[src/rtl/id_inst_buffer_pkg.sv]
// Shared types and constants for the IF->ID instruction buffer.
// Field widths, reset PC and branch/jump opcode classes.
package id_inst_buffer_pkg;

  localparam int PC_W    = 32;
  localparam int INSTR_W = 32;
  localparam int EXC_W   = 5;

  localparam logic [PC_W-1:0] RESET_PC_DEF = 32'hBFC0_0000;

  localparam logic [5:0] OP_SPECIAL = 6'b000000;
  localparam logic [5:0] OP_REGIMM  = 6'b000001;
  localparam logic [5:0] OP_J       = 6'b000010;
  localparam logic [5:0] OP_JAL     = 6'b000011;
  localparam logic [3:0] OP_BR_HI   = 4'b0001;

  localparam logic [5:0] FN_JR   = 6'b001000;
  localparam logic [5:0] FN_JALR = 6'b001001;

  localparam logic [4:0] RT_BLTZ   = 5'b00000;
  localparam logic [4:0] RT_BGEZ   = 5'b00001;
  localparam logic [4:0] RT_BLTZAL = 5'b10000;
  localparam logic [4:0] RT_BGEZAL = 5'b10001;

  typedef struct packed {
    logic [PC_W-1:0]    pc;
    logic [INSTR_W-1:0] instr;
    logic               exc;
    logic [EXC_W-1:0]   exccode;
    logic [PC_W-1:0]    vaddr;
    logic               bd;
  } pkt_t;

endpackage

[src/rtl/id_inst_buffer_bj_predecode.sv]
// Combinational predecode: flags branch and jump instructions.
// Shared with the decoder's brcal selection.
module bj_predecode
  import id_inst_buffer_pkg::*;
(
  input  logic [INSTR_W-1:0] i_instr,
  output logic               o_is_bj
);

  logic [5:0] w_op;
  logic [4:0] w_rt;
  logic [5:0] w_fn;
  logic       w_br;
  logic       w_regimm;
  logic       w_jmp;
  logic       w_jr;
  logic       w_unused_bits;

  assign w_op = i_instr[31:26];
  assign w_rt = i_instr[20:16];
  assign w_fn = i_instr[5:0];

  assign w_unused_bits = ^{i_instr[25:21],
                           i_instr[15:6]};

  assign w_br = (w_op[5:2] == OP_BR_HI);

  assign w_regimm = (w_op == OP_REGIMM) &&
                    ((w_rt == RT_BLTZ) ||
                     (w_rt == RT_BGEZ) ||
                     (w_rt == RT_BLTZAL) ||
                     (w_rt == RT_BGEZAL));

  assign w_jmp = (w_op == OP_J) ||
                 (w_op == OP_JAL);

  assign w_jr = (w_op == OP_SPECIAL) &&
                ((w_fn == FN_JR) ||
                 (w_fn == FN_JALR));

  always_comb begin
    o_is_bj = 1'b0;
    unique case (1'b1)
      w_br:     o_is_bj = 1'b1;
      w_regimm: o_is_bj = 1'b1;
      w_jmp:    o_is_bj = 1'b1;
      w_jr:     o_is_bj = 1'b1;
      default:  o_is_bj = 1'b0;
    endcase
  end

endmodule

[src/rtl/id_inst_buffer.sv]
// IF->ID fetch-packet FIFO with delay-slot tagging and WB flush.
// Optional zero-latency empty bypass: define ID_BUF_BYPASS_EN.
module id_inst_buffer
  import id_inst_buffer_pkg::*;
#(
  parameter int              DEPTH    = 4,
  parameter int              PTR_W    = $clog2(DEPTH),
  parameter logic [PC_W-1:0] RESET_PC = RESET_PC_DEF
) (
  input  logic               clk,
  input  logic               rst_n,
  input  logic               flush_in,
  input  logic               if_valid_in,
  output logic               buf_allowin_out,
  input  logic [PC_W-1:0]    if_PC_in,
  input  logic [INSTR_W-1:0] if_Instruct_in,
  input  logic               if_exception_in,
  input  logic [EXC_W-1:0]   if_ExcCode_in,
  input  logic [PC_W-1:0]    if_error_VAddr_in,
  input  logic               id_allowin_in,
  output logic               buf_valid_out,
  output logic [PC_W-1:0]    buf_PC_out,
  output logic [PC_W-1:0]    buf_NPC_out,
  output logic [PC_W-1:0]    buf_NNPC_out,
  output logic [INSTR_W-1:0] buf_Instruct_out,
  output logic               buf_exception_out,
  output logic [EXC_W-1:0]   buf_ExcCode_out,
  output logic [PC_W-1:0]    buf_error_VAddr_out,
  output logic               buf_bd_out,
  output logic [PTR_W:0]     buf_count_out
);

  localparam logic [PTR_W:0] ONE = 1;

  pkt_t             r_mem [DEPTH];
  logic [PTR_W:0]   r_wptr;
  logic [PTR_W:0]   r_rptr;
  logic [PTR_W:0]   r_count;
  logic             r_bj_last;

  logic             w_full;
  logic             w_empty;
  logic             w_byp;
  logic             w_push;
  logic             w_pop;
  logic             w_wr;
  logic             w_rd;
  logic             w_is_bj;
  pkt_t             w_in;
  pkt_t             w_head;

  bj_predecode u_bj_predecode (
    .i_instr (if_Instruct_in),
    .o_is_bj (w_is_bj)
  );

  assign w_empty = (r_wptr == r_rptr);
  assign w_full  = (r_wptr[PTR_W-1:0] ==
                    r_rptr[PTR_W-1:0]) &&
                   (r_wptr[PTR_W] != r_rptr[PTR_W]);

  assign w_in = '{pc:      if_PC_in,
                  instr:   if_Instruct_in,
                  exc:     if_exception_in,
                  exccode: if_ExcCode_in,
                  vaddr:   if_error_VAddr_in,
                  bd:      r_bj_last};

`ifdef ID_BUF_BYPASS_EN
  assign w_byp = (r_count == '0) &&
                 if_valid_in && !flush_in;
`else
  assign w_byp = 1'b0;
`endif

  assign buf_allowin_out = !w_full ||
                           id_allowin_in ||
                           flush_in;
  assign buf_valid_out   = !w_empty || w_byp;

  assign w_push = if_valid_in &&
                  buf_allowin_out && !flush_in;
  assign w_pop  = buf_valid_out &&
                  id_allowin_in && !flush_in;

  // A bypassed packet taken by ID is never stored.
  assign w_wr = w_push && !(w_byp && id_allowin_in);
  assign w_rd = w_pop && !w_byp;

  assign w_head = w_byp ? w_in :
                  r_mem[r_rptr[PTR_W-1:0]];

  always_comb begin
    buf_PC_out          = RESET_PC;
    buf_Instruct_out    = '0;
    buf_exception_out   = 1'b0;
    buf_ExcCode_out     = '0;
    buf_error_VAddr_out = '0;
    buf_bd_out          = 1'b0;
    if (buf_valid_out) begin
      buf_PC_out          = w_head.pc;
      buf_Instruct_out    = w_head.instr;
      buf_exception_out   = w_head.exc;
      buf_ExcCode_out     = w_head.exccode;
      buf_error_VAddr_out = w_head.vaddr;
      buf_bd_out          = w_head.bd;
    end
  end

  assign buf_NPC_out   = buf_PC_out + 32'd4;
  assign buf_NNPC_out  = buf_PC_out + 32'd8;
  assign buf_count_out = r_count;

  always_ff @(posedge clk or negedge rst_n) begin
    if (!rst_n) begin
      r_wptr    <= '0;
      r_rptr    <= '0;
      r_count   <= '0;
      r_bj_last <= 1'b0;
    end else if (flush_in) begin
      r_wptr    <= '0;
      r_rptr    <= '0;
      r_count   <= '0;
      r_bj_last <= 1'b0;
    end else begin
      if (w_wr)
        r_wptr <= r_wptr + ONE;
      if (w_rd)
        r_rptr <= r_rptr + ONE;
      if (w_wr && !w_rd)
        r_count <= r_count + ONE;
      else if (w_rd && !w_wr)
        r_count <= r_count - ONE;
      if (w_push)
        r_bj_last <= w_is_bj && !if_exception_in;
    end
  end

  always_ff @(posedge clk or negedge rst_n) begin
    if (!rst_n) begin
      for (int i = 0; i < DEPTH; i++)
        r_mem[i] <= '0;
    end else if (w_wr) begin
      r_mem[r_wptr[PTR_W-1:0]] <= w_in;
    end
  end

endmodule

[config.mk]
export PLATFORM = sky130hd
export DESIGN_NAME = id_inst_buffer
export DESIGN_NICKNAME = d
export VERILOG_FILES = /design/src/rtl/id_inst_buffer_pkg.sv /design/src/rtl/id_inst_buffer_bj_predecode.sv /design/src/rtl/id_inst_buffer.sv
export SDC_FILE = /design/constraint.sdc
export NUM_CORES = 1
export LEC_CHECK = 0
export CORE_ASPECT_RATIO = 0.9
export CORE_MARGIN = 4
export CORE_UTILIZATION = 40
export CTS_BUF_LIST = sky130_fd_sc_hd__clkbuf_16
export CTS_CLUSTER_DIAMETER = 50
export DETAILED_ROUTE_END_ITERATION = 16
export GPL_TIMING_DRIVEN = 0
export PLACE_DENSITY = 0.64
export REMOVE_ABC_BUFFERS = 1
export SETUP_SLACK_MARGIN = 0.02
export SYNTH_ARGS = -nofsm -noshare
export SYNTH_HDL_FRONTEND = slang
export SYNTH_HIERARCHICAL = 1
export SYNTH_SLANG_ARGS = --single-unit
export TNS_END_PERCENT = 30
[constraint.sdc]
create_clock -name clk -period 9.25 [get_ports clk]
set_clock_uncertainty 0.1 [all_clocks]
set_input_delay 0.925 -clock clk [delete_from_list [all_inputs] [get_ports clk]]
set_output_delay 0.925 -clock clk [all_outputs]
set_load 0.05 [all_outputs]
==> reports/results.ini <==
[critical_path]
worstPathRequired_ps=8230
cp_num_buf_inv=4
worstSetupPathType=reg2out
worst_setup_path_end_kind=output port
cp.arrival_ps=5780
startpoint_type=flip-flop
cp_max_fo=55
crit_family=buffers and inverters
crit_top_cell=buf_16
cp_cell_sequence=buf_16 -> xor2_4 -> nor3_4 -> inv_4 -> buf_16 -> and2_1 -> ha_1 -> and3_1 -> nor3b_4 -> nand4_4 -> nor2_2 -> xnor2_1 -> clkdlybuf4s50_1
slowest_delay_ps=870
crit_slowest_cell=clkdlybuf4s50_1

[routing]
met1_length_um=21300
drtIter0Drc=589
via_count=12400
ant_nets=0
routed-wl-met2_um=24900
drt_pass1_iterations=4
viasPerCell=5.26
routed_wl_um=50500
wire_per_inst_um=21.4
wl_met3_um=3260
top_layer=met5
drc=0

[cts]
cts_made_buffers=53
cts_resized=0
htreeDepth=2
clockRootBuffer=clkbuf_16
clock_path_buffers=3
clk_pin_slew_ps=60
post_cts_buffers=0
clkSinkCount=422
clkLatencyLatePin_ps=570
cts_tree=yes
postCtsHoldBufs=0

[global_route]
grt_pass1_vias=13900
grt_max_degree=124
grt_overflow=0
grt_pass1_wl_um=80600
gr-usage-all-layers_pct=18.5
antenna_found_initial=10

[floorplanning]
start_util_pct=40.6
dieArea_mm2=0.0548
chipHeight_um=223
rows=78
io_pins=279
core_mm2=0.0505
fp.dieW_um=246

[yosys]
netlist_area_mm2=0.0205
synth_cell_types=64
synth_seq_area_share_pct=51.6
netlist_instances=1387
synth-seq-cells=422
synthFlopType=dfrtp_1
postSynth.asyncResetShare_pct=100
postSynthAreaPerCell_um2=14.8
ys_warn_count=6
synth-edff-count=0

[final_layout]
layout-drive-gt1-share_pct=33.5
layout_common_cells=420 x dfrtp_1, 342 x mux2_2, 277 x clkdlybuf4s50_1
multi_input_area_mm2=0.00929
final_common_cell=dfrtp_1
fill_cells=4313
final_nets=1761
area_delta_synth_final_pct=25.5
design_area_mm2=0.0257
regArea_mm2=0.0106

[timing]
slew_violations=0
finalSetupTns_ps=0
finalSetupViolCount=0
period_share_pct=73.6
slew_headroom_pct=41.2
fmax_mhz=147
hold_viol=0
tightest_slew_ps=882
rsz0062_at_grt=no
fin_crit_ps=6810

[job]
max-cap-violations=0

[pwr]
power_uw=8110
powerDensity_mw_per_mm2=316
p_leak_uw=0.0108
peakVddDrop_v=0.000183

[placement]
port_buffers=278
dp_hpwl_um=32500
placed_area_mm2=0.0241
gp_routability_congestion=0.808

[outcome]
status=complete, no violations

[min_path]
hold_class=in2async

## cells by family (layout without fill, tap and decap cells)
group | after synthesis | after routing | synth area share [%]
other | 0 | 3 | 0
AND/OR/NAND/NOR | 227 | 227 | 6.38
adder cells (fa/ha/maj) | 8 | 8 | 0.526
flip-flops | 422 | 422 | 51.6
buffers and inverters | 122 | 417 | 3.16
XOR/XNOR | 63 | 63 | 2.92
multiplexers | 518 | 518 | 34.3
AO/OA/AOI/OAI | 27 | 27 | 1.14
## worst reg2reg max path, stage by stage, from the launching register on
cell and delay, ps:
dfrtp_4 600, buf_16 300, xor2_4 590, nor3_4 160
inv_4 390, nand2_1 260, and2_1 220, fa_1 460
a32o_1 260, a221o_1 300, a21oi_1 110
## stage by stage
stage | hold slack [ps] | utilization (%) | setup slack, ps | instances
4_1_cts | 259 | 50.9 | 2290 | 2362
3_3_place_gp | 366 | 46.7 | -11100 | 2253
2_1_floorplan | 356 | - | -605 | 1295
6_report | 256 | 50.9 | 2440 | 2365
5_1_grt | 300 | 50.9 | 2090 | 2363
3_5_place_dp | 377 | 47.8 | 2950 | 2271
## layer usage
layer | global-route usage [%] | up-vias
met5 | 0 | -
li1 | - | 5539
met3 | 5.36 | 86
met4 | 4.48 | 12
met2 | 31.4 | 267
met1 | 23.6 | 6534
## synthesized netlist by cell type (2+ instances only)
master,count,area share (%)
nand4_1,5,0.15
buf_6,8,0.44
mux2i_1,3,0.15
nor2_1,42,0.77
ha_1,7,0.43
nor2_2,2,0.061
and2_1,84,2.6
and3_1,7,0.21
buf_2,52,1.3
buf_4,8,0.29
and4_1,3,0.13
nand3_1,8,0.20
nand2_1,43,0.79
inv_1,28,0.51
mux2_1,70,3.9
a21oi_1,3,0.073
o31ai_1,4,0.15
o21ai_0,3,0.073
mux2_2,342,19
xor2_4,2,0.27
dfrtp_1,422,52
nor4b_2,2,0.15
nor3_1,5,0.12
mux4_1,6,0.77
nor3_2,6,0.29
inv_2,2,0.037
o31a_1,3,0.13
nor3b_1,3,0.11
clkbuf_1,21,0.39
buf_12,2,0.20
mux4_2,97,11
nor2b_1,3,0.092
xor2_1,8,0.34
xnor2_1,52,2.2
a31o_2,2,0.086
## registers in the layout, summed over array words and instances, names as in the netlist
signal	cells
r_wptr	3
r_rptr	3
r_bj_last	1
buf_count_out	3
r_mem	412
## area by class of cell
class	instances	area share, %
sequential	422	41.2
clock buffer	53	5.17
inverter	30	0.448
antenna	3	0.0292
multi-input combinational	843	36.2
tap	680	3.31
clock inverter	38	0.936
timing repair buffer	296	12.8
## power by group
part | leakage, uW | internal (uW) | switching (uW)
Clock | 0.000794 | 1070 | 789
Sequential | 0.00524 | 2410 | 282
Combinational | 0.00481 | 1530 | 2040
## worst paths after layout
path / startpoint / depth (start not counted) / to / slack, ps
setup / recovery: r_rptr[1] / 13 / buf_NNPC_out[27] / 2440
hold / removal: rst_n / 1 / r_mem[364] / 260
setup reg to reg: r_rptr[1] / 10 / buf_count_out[1] / 5430
hold reg to reg: r_mem[83] / 1 / r_mem[83] / 380
max in group asynchronous: rst_n / 2 / r_rptr[0] / 7610
min in group clk: r_mem[83] / 1 / r_mem[83] / 380
No activity file was read; power rests on OpenSTA's default activity.
